==> config.mk <==
export PLATFORM = sky130hd
export DESIGN_NAME = byte_serial_tx
export DESIGN_NICKNAME = d
export VERILOG_FILES = /design/src/rtl/byte_serial_tx.sv
export SDC_FILE = /design/constraint.sdc
export NUM_CORES = 1
export LEC_CHECK = 0
export CORE_UTILIZATION = 40
export CTS_CLUSTER_DIAMETER = 40
export DETAILED_ROUTE_END_ITERATION = 7
export SYNTH_ARGS = -nofsm -noshare
export SYNTH_HDL_FRONTEND = slang
export SYNTH_SLANG_ARGS = --single-unit
==> constraint.sdc <==
create_clock -name clk -period 3.8 [get_ports clk]
set_clock_uncertainty 0.2 [all_clocks]
set_input_delay 0.76 -clock clk [delete_from_list [all_inputs] [get_ports clk]]
set_output_delay 0.76 -clock clk [all_outputs]
set_load 0.05 [all_outputs]
==> src/rtl/byte_serial_tx.sv <==
// Byte-serial transmitter: start bit, 8 data bits, optional even parity, stop bit.
// Define BYTE_SERIAL_TX_PARITY_EN to insert the parity bit between data and stop.
module byte_serial_tx #(
   parameter int unsigned CLKS_PER_BIT = 4,
   parameter bit          MSB_FIRST    = 1'b0
) (
   input  logic       clk,
   input  logic       reset,
   input  logic [7:0] din,
   input  logic       din_valid,
   output logic       din_ready,
   output logic       tx,
   output logic       busy,
   output logic       done
);

   localparam int unsigned      DIV_W    = $clog2(CLKS_PER_BIT + 1);
   localparam logic [DIV_W-1:0] DIV_LAST = DIV_W'(CLKS_PER_BIT - 1);

   typedef enum logic [2:0] {
      S_IDLE,
      S_START,
      S_DATA,
`ifdef BYTE_SERIAL_TX_PARITY_EN
      S_PARITY,
`endif
      S_STOP
   } state_t;

   state_t           state_q, state_d;
   logic [DIV_W-1:0] div_q, div_d;
   logic [2:0]       bit_cnt_q, bit_cnt_d;
   logic [7:0]       shift_q, shift_d;
   logic             tx_q, tx_d;
   logic             busy_q, busy_d;
   logic             done_q, done_d;
   logic             bit_end;
`ifdef BYTE_SERIAL_TX_PARITY_EN
   logic             parity_q, parity_d;
`endif

   assign bit_end = (div_q == DIV_LAST);

   always_comb begin
      // NOTE: every _d gets its hold value first so no branch can infer a latch.
      state_d   = state_q;
      div_d     = div_q;
      bit_cnt_d = bit_cnt_q;
      shift_d   = shift_q;
`ifdef BYTE_SERIAL_TX_PARITY_EN
      parity_d  = parity_q;
`endif

      case (state_q)
         S_IDLE: begin
            if (din_valid) begin
               state_d   = S_START;
               shift_d   = din;
               div_d     = '0;
               bit_cnt_d = '0;
`ifdef BYTE_SERIAL_TX_PARITY_EN
               parity_d  = ^din;
`endif
            end
         end
         S_START: begin
            if (bit_end) begin
               state_d = S_DATA;
               div_d   = '0;
            end else begin
               div_d = div_q + DIV_W'(1);
            end
         end
         S_DATA: begin
            if (bit_end) begin
               div_d = '0;
               if (bit_cnt_q == 3'd7) begin
`ifdef BYTE_SERIAL_TX_PARITY_EN
                  state_d = S_PARITY;
`else
                  state_d = S_STOP;
`endif
               end else begin
                  bit_cnt_d = bit_cnt_q + 3'd1;
                  shift_d   = MSB_FIRST ? {shift_q[6:0], 1'b0} : {1'b0, shift_q[7:1]};
               end
            end else begin
               div_d = div_q + DIV_W'(1);
            end
         end
`ifdef BYTE_SERIAL_TX_PARITY_EN
         S_PARITY: begin
            if (bit_end) begin
               state_d = S_STOP;
               div_d   = '0;
            end else begin
               div_d = div_q + DIV_W'(1);
            end
         end
`endif
         S_STOP: begin
            if (bit_end) begin
               state_d = S_IDLE;
               div_d   = '0;
            end else begin
               div_d = div_q + DIV_W'(1);
            end
         end
         default: state_d = S_IDLE;
      endcase

      // Outputs are decoded from the next state so they land in registers aligned with it.
      busy_d = (state_d != S_IDLE);
      done_d = (state_d == S_STOP) && (div_d == DIV_LAST);
      case (state_d)
         S_START:  tx_d = 1'b0;
         S_DATA:   tx_d = MSB_FIRST ? shift_d[7] : shift_d[0];
`ifdef BYTE_SERIAL_TX_PARITY_EN
         S_PARITY: tx_d = parity_q;
`endif
         default:  tx_d = 1'b1;
      endcase
   end

   always_ff @(posedge clk) begin
      // NOTE: non-blocking only, so every flop updates from the values present before the edge.
      if (reset) begin
         state_q   <= S_IDLE;
         div_q     <= '0;
         bit_cnt_q <= '0;
         shift_q   <= '0;
         tx_q      <= 1'b1;
         busy_q    <= 1'b0;
         done_q    <= 1'b0;
`ifdef BYTE_SERIAL_TX_PARITY_EN
         parity_q  <= 1'b0;
`endif
      end else begin
         state_q   <= state_d;
         div_q     <= div_d;
         bit_cnt_q <= bit_cnt_d;
         shift_q   <= shift_d;
         tx_q      <= tx_d;
         busy_q    <= busy_d;
         done_q    <= done_d;
`ifdef BYTE_SERIAL_TX_PARITY_EN
         parity_q  <= parity_d;
`endif
      end
   end

   assign din_ready = (state_q == S_IDLE);
   assign tx        = tx_q;
   assign busy      = busy_q;
   assign done      = done_q;

endmodule

==> results_dict.tcl, run 1 <==
set metrics [dict create \
    gr-total-overflow 0 \
    maxCapViolCount 0 \
    via_per_inst 5.326 \
    clk-insertion-delay-late_ns 0.30 \
    antenna_found_initial 0 \
    crit_arrival_ns 1.79 \
    synth_seq_cells 20 \
    syn_area_um2 938.4 \
    io_pins 15 \
    clkSlewWorstSetupHoldPaths_ns 0.11 \
    synth.avg_cell_area_um2 9.878 \
    final_cell_mix "20 x dfxtp_1, 14 x clkdlybuf4s50_1, 10 x a21oi_1, 9 x nand2_1, 7 x a22oi_1" \
    die_y_um 50.44 \
    start_util_pct 42.42 \
    finish.net_count 122 \
    yosys.area.top_type "dfxtp_1" \
    max-slew-margin-rel_pct 54.21 \
    num_vias 719 \
    synth_top_area_share_pct 42.67 \
    worstPathCellList "nor3_1 -> clkdlybuf4s50_1" \
    power_leakage_nw 0.4022 \
    hold_buffers 0 \
    fin_crit_sh_pct 72.25 \
    critPathSlowestCell "clkdlybuf4s50_1" \
    wl_per_cell_um 11.92 \
    fin_util_pct 49.72 \
    port_buffers 14 \
    cts_setup_buffers 0 \
    critPathMaxStageDelay_ns 0.82 \
    grt_pass1_vias 672 \
    tightest_slew_ns 0.6840 \
    ant_nets 0 \
    cp.required_ns 2.84 \
    synthDistinctLibCells 37 \
    h-tree-depth 1 \
    finalMaxSlewViolations 0 \
    dp_cells 131 \
    diodes 0 \
    final_common_cell "dfxtp_1" \
    async_flop_share_pct 0 \
    rsz0062_at_grt "false" \
    r2r_slack_ns 1.72 \
    post_cts_resized 0 \
    grt_usage_pct 14.78 \
    drive_gt1_share_pct 12.15 \
    grt_max_degree 16 \
    final.min_clock_period_ns 2.745 \
    fin_cells 135 \
    finalHoldViolCount 0 \
    wirelength_um 1609 \
    numCtsBuffers 3 \
    yosysWarnings 0 \
    ir_drop_v 0.0002055 \
    p_per_area_mw_per_mm2 347.6 \
    clock_sinks 20 \
    die-area_mm2 0.002544 \
    startpoint_type "flip-flop" \
    tns_ns 0 \
    areaGrowthSynthToFinish_pct 17.20 \
    crit_type "reg -> out" \
    clk_root_buffer_cell "clkbuf_4" \
    crit_fanout 8 \
    synth_flop_cell "dfxtp_1" \
    hold_class "reg -> reg" \
    drc 0 \
    dp_hpwl_um 1184 \
    endpoint_kind "primary output" \
    cts_tree "yes" \
    die_x_um 50.44 \
    drtPass1Iterations 4 \
    cts_buffer_depth 2 \
    setup_viol 0 \
    ys_seq_area_share_pct 42.67 \
    grt_pass1_wl_um 2753 \
    synthCells 95 \
    synth_area_leaders "dfxtp_1 43%, a22oi_1 5.6%, a21oi_1 5.3%" \
    fp-row-count 17 \
    power.total_mw 0.3823 \
    max_freq_ghz 0.3643 \
    gp_congestion 0.6841 \
    synth_edf_count 0 \
    syn_nets 109 \
    core_mm2 0.002212 \
    first_iter_violations 6 \
    status "finished clean" \
]
## state kept, by name, summed over array words and instances, names as in the netlist
| register | count |
|---|---|
| shift_q | 8 |
| bit_cnt_q | 3 |
| div_q | 3 |
| tx | 1 |
| done | 1 |
| state_q | 3 |
| busy | 1 |
## stage by stage
stage	area [µm²]	hold WS [ns]	worst slack [ns]
6_report	1100	0.2648	1.055
5_1_grt	1100	0.2889	0.9526
4_1_cts	1100	0.2657	1.038
3_5_place_dp	1064	0.2485	0.9618
3_3_place_gp	1064	0.2467	1.021
2_1_floorplan	938.4	0.2295	1.322
## cells in the mapped netlist, types with 2 or more instances
cell / instances
dfxtp_1: 20
a21oi_1: 10
nand2_1: 9
a22oi_1: 7
nor2_1: 4
and2_1: 3
buf_6: 3
ha_1: 3
o21ai_0: 3
a21oi_2: 2
mux2i_1: 2
nor2b_1: 2
nor3_1: 2
o211ai_1: 2
## path summary, 6_finish.rpt
path | to | start | cells past startpoint
hold reg to reg | shift_q[2]$_SDFFE_PP0P_ | shift_q[2]$_SDFFE_PP0P_ | 2
setup reg to reg | tx$_SDFF_PP1_ | state_q[0]$_SDFF_PP0_ | 4
hold / removal | shift_q[2]$_SDFFE_PP0P_ | shift_q[2]$_SDFFE_PP0P_ | 2
setup / recovery | din_ready | state_q[0]$_SDFF_PP0_ | 2
## layer usage
layer / part of all wire, % / track usage, % / vias to the layer above
li1: - / - / 366
met1: 44 / 15.24 / 331
met2: 49 / 26.22 / 17
met3: 3.9 / 3.636 / 5
met4: 2.5 / 9.722 / 0
met5: 0 / 0 / -
## final cells by class
type | count | area [µm²]
fillers | 233 | 1112
clock buffers | 4 | 36.28
multi-input cells | 68 | 484.2
flip-flops and latches | 20 | 400.4
repair buffers | 14 | 140.1
inverters | 1 | 3.754
well taps | 28 | 35.03
## worst max-delay path: cells and delay by family (launching register included)
kind | cells | cell delay [ns]
AND/OR/NAND/NOR | 1 | 0.22
flip-flops | 1 | 0.44
buffers and inverters | 1 | 0.82
## report_power, final
group | total [mW] | switching, mW | internal (mW)
clock network | 0.123 | 0.0646 | 0.0585
registers | 0.221 | 0.00524 | 0.216
logic | 0.0384 | 0.0192 | 0.0192
## logic make-up (layout without fill, tap and decap cells)
kind of cell	count (synthesis)	in the layout	share of synthesized area [%]
buf+inv	7	19	5.732
xor+xnor	1	1	0.9335
fa+ha+maj	3	3	4.000
flops	20	20	42.67
simple gates	34	34	24.80
mux	2	2	2.133
other cells	1	1	0.3996
compound gates	27	27	19.33
(Power assumes the default switching activity.)
==> inputs of run 2 (changes only) <==
Clock period 3.8 ns to 2.39 ns, I/O delays scaled along.
==> run 2 against run 1 <==
Sequential power rose by 59%; die area unchanged; clock power is 28% higher; first-iteration DRC count rose by 67%; cell area is 0.57% higher; non-clock buffer count increased by 3; sequential share of layout area down 0.21 points; register-to-register slack got worse by 1.2 ns; worst setup slack got worse by 0.75 ns; critical path depth fell by 1; critical endpoint is now busy.
==> results_dict.tcl, run 2 (synthesized netlist as in run 1, its figures left out) <==
set metrics [dict create \
    startpoint_type "flip-flop" \
    crit_family "buffers and inverters" \
    status "finished clean" \
    hold_buffers 0 \
    critPathBufInv 1 \
    post_cts_resized 0 \
    clock_sinks 20 \
    drc 0 \
    areaGrowthSynthToFinish_pct 17.87 \
    place_ws_ns 0.2477 \
    drive_gt1_share_pct 14.68 \
    dp_hpwl_um 1199 \
    fp-row-count 17 \
    hold_class "reg -> reg" \
    h-tree-depth 1 \
    drtPass1Iterations 4 \
    port_buffers 14 \
    num_vias 725 \
    fill_cells 235 \
    finalHoldViolCount 0 \
    final_cell_mix "20 x dfxtp_1, 13 x clkdlybuf4s50_1, 10 x a21oi_1, 9 x nand2_1, 7 x a22oi_1" \
    largest_reg_flops 8 \
    p_per_area_mw_per_mm2 518.8 \
    power_leakage_nw 0.4104 \
    cts_setup_buffers 0 \
    io_pins 15 \
    finalMaxSlewViolations 0 \
    max_freq_ghz 0.4785 \
    clk_root_buffer_cell "clkbuf_4" \
    gp_congestion 0.7022 \
    worstPathCellList "clkdlybuf4s50_1" \
    final.min_clock_period_ns 2.090 \
    crit_fanout 1 \
    diodes 0 \
    grt_pass1_wl_um 2870 \
    critPathSlowestCell "clkdlybuf4s50_1" \
    tns_ns 0 \
    critPathMaxStageDelay_ns 0.79 \
    grt_pass1_vias 695 \
    wirelength_um 1632 \
    cts_tree "yes" \
    grt_usage_pct 15.31 \
    antenna_found_initial 0 \
    final_common_cell "dfxtp_1" \
    die_y_um 50.44 \
    ant_nets 0 \
    core_mm2 0.002212 \
    fin_crit_sh_pct 87.45 \
    start_util_pct 42.42 \
    setup_slack_ns 0.3000 \
    clkSlewWorstSetupHoldPaths_ns 0.11 \
    die-area_mm2 0.002544 \
    rsz0062_at_grt "false" \
    crit_type "reg -> out" \
    clk-insertion-delay-late_ns 0.30 \
    via_per_inst 5.292 \
    cp.required_ns 1.71 \
    maxCapViolCount 0 \
    endpoint_kind "primary output" \
    crit_arrival_ns 1.41 \
    cts_buffer_depth 2 \
    gr-total-overflow 0 \
    setup_viol 0 \
    die_x_um 50.44 \
    grt_max_degree 12 \
    first_iter_violations 10 \
    numCtsBuffers 3 \
    top_register "shift_q" \
    finish.net_count 125 \
    wl_per_cell_um 11.91 \
    ir_drop_v 0.0004069 \
]
run 2: cell types whose count changed in the layout (fill, tap and decap cells not counted):
cell / previous run / this run
buf_4: 0 / 4
clkdlybuf4s50_1: 14 / 13
clkbuf_8: 1 / 0
run 2: power by group:
part | total, mW | internal [mW] | switching (mW)
Clock | 0.158 | 0.0589 | 0.0991
Combinational | 0.0648 | 0.0335 | 0.0313
Sequential | 0.351 | 0.343 | 0.00847
run 2: path summary, 6_finish.rpt:
path                            cells past startpoint                         to                 startpoint  slack (ns)
worst min-delay path                                2  bit_cnt_q[2]$_SDFFE_PP0P_  bit_cnt_q[2]$_SDFFE_PP0P_        0.26
worst min register to register                      2  bit_cnt_q[2]$_SDFFE_PP0P_  bit_cnt_q[2]$_SDFFE_PP0P_        0.26
worst max register to register                      6              tx$_SDFF_PP1_  bit_cnt_q[0]$_SDFFE_PP0P_        0.56
worst max-delay path                                1                       busy            busy$_SDFF_PP0_        0.30
run 2: area by class of cell:
type | count | area (µm²) | area share (%)
multi-input combinational | 68 | 484.2 | 43.78
inverter | 1 | 3.754 | 0.3394
sequential | 20 | 400.4 | 36.20
tap | 28 | 35.03 | 3.167
clock buffer | 3 | 22.52 | 2.036
timing repair buffer | 17 | 160.2 | 14.48
run 2: through the flow:
| step | utilization, % | area (µm²) | hold WS, ns | cells | total power, mW |
|---|---|---|---|---|---|
| finish | 50.00 | 1106 | 0.2627 | 137 | 0.5739 |
| global route | 50.00 | 1106 | 0.2849 | 137 | 0.5989 |
| CTS | 50.00 | 1106 | 0.2642 | 137 | 0.5807 |
| detailed placement | 48.98 | 1084 | 0.2483 | 134 | 0.4237 |
| global placement | 48.98 | 1084 | 0.2422 | 134 | 0.4234 |
| floorplan | - | 938.4 | 0.2295 | 95 | 0.3943 |
run 2: routing by layer:
| metal | wire length [µm] | track usage, % |
|---|---|---|
| met5 | 0 | 0 |
| met2 | 757 | 25.33 |
| met3 | 79 | 3.636 |
| met1 | 753 | 17.54 |
| met4 | 41 | 9.722 |
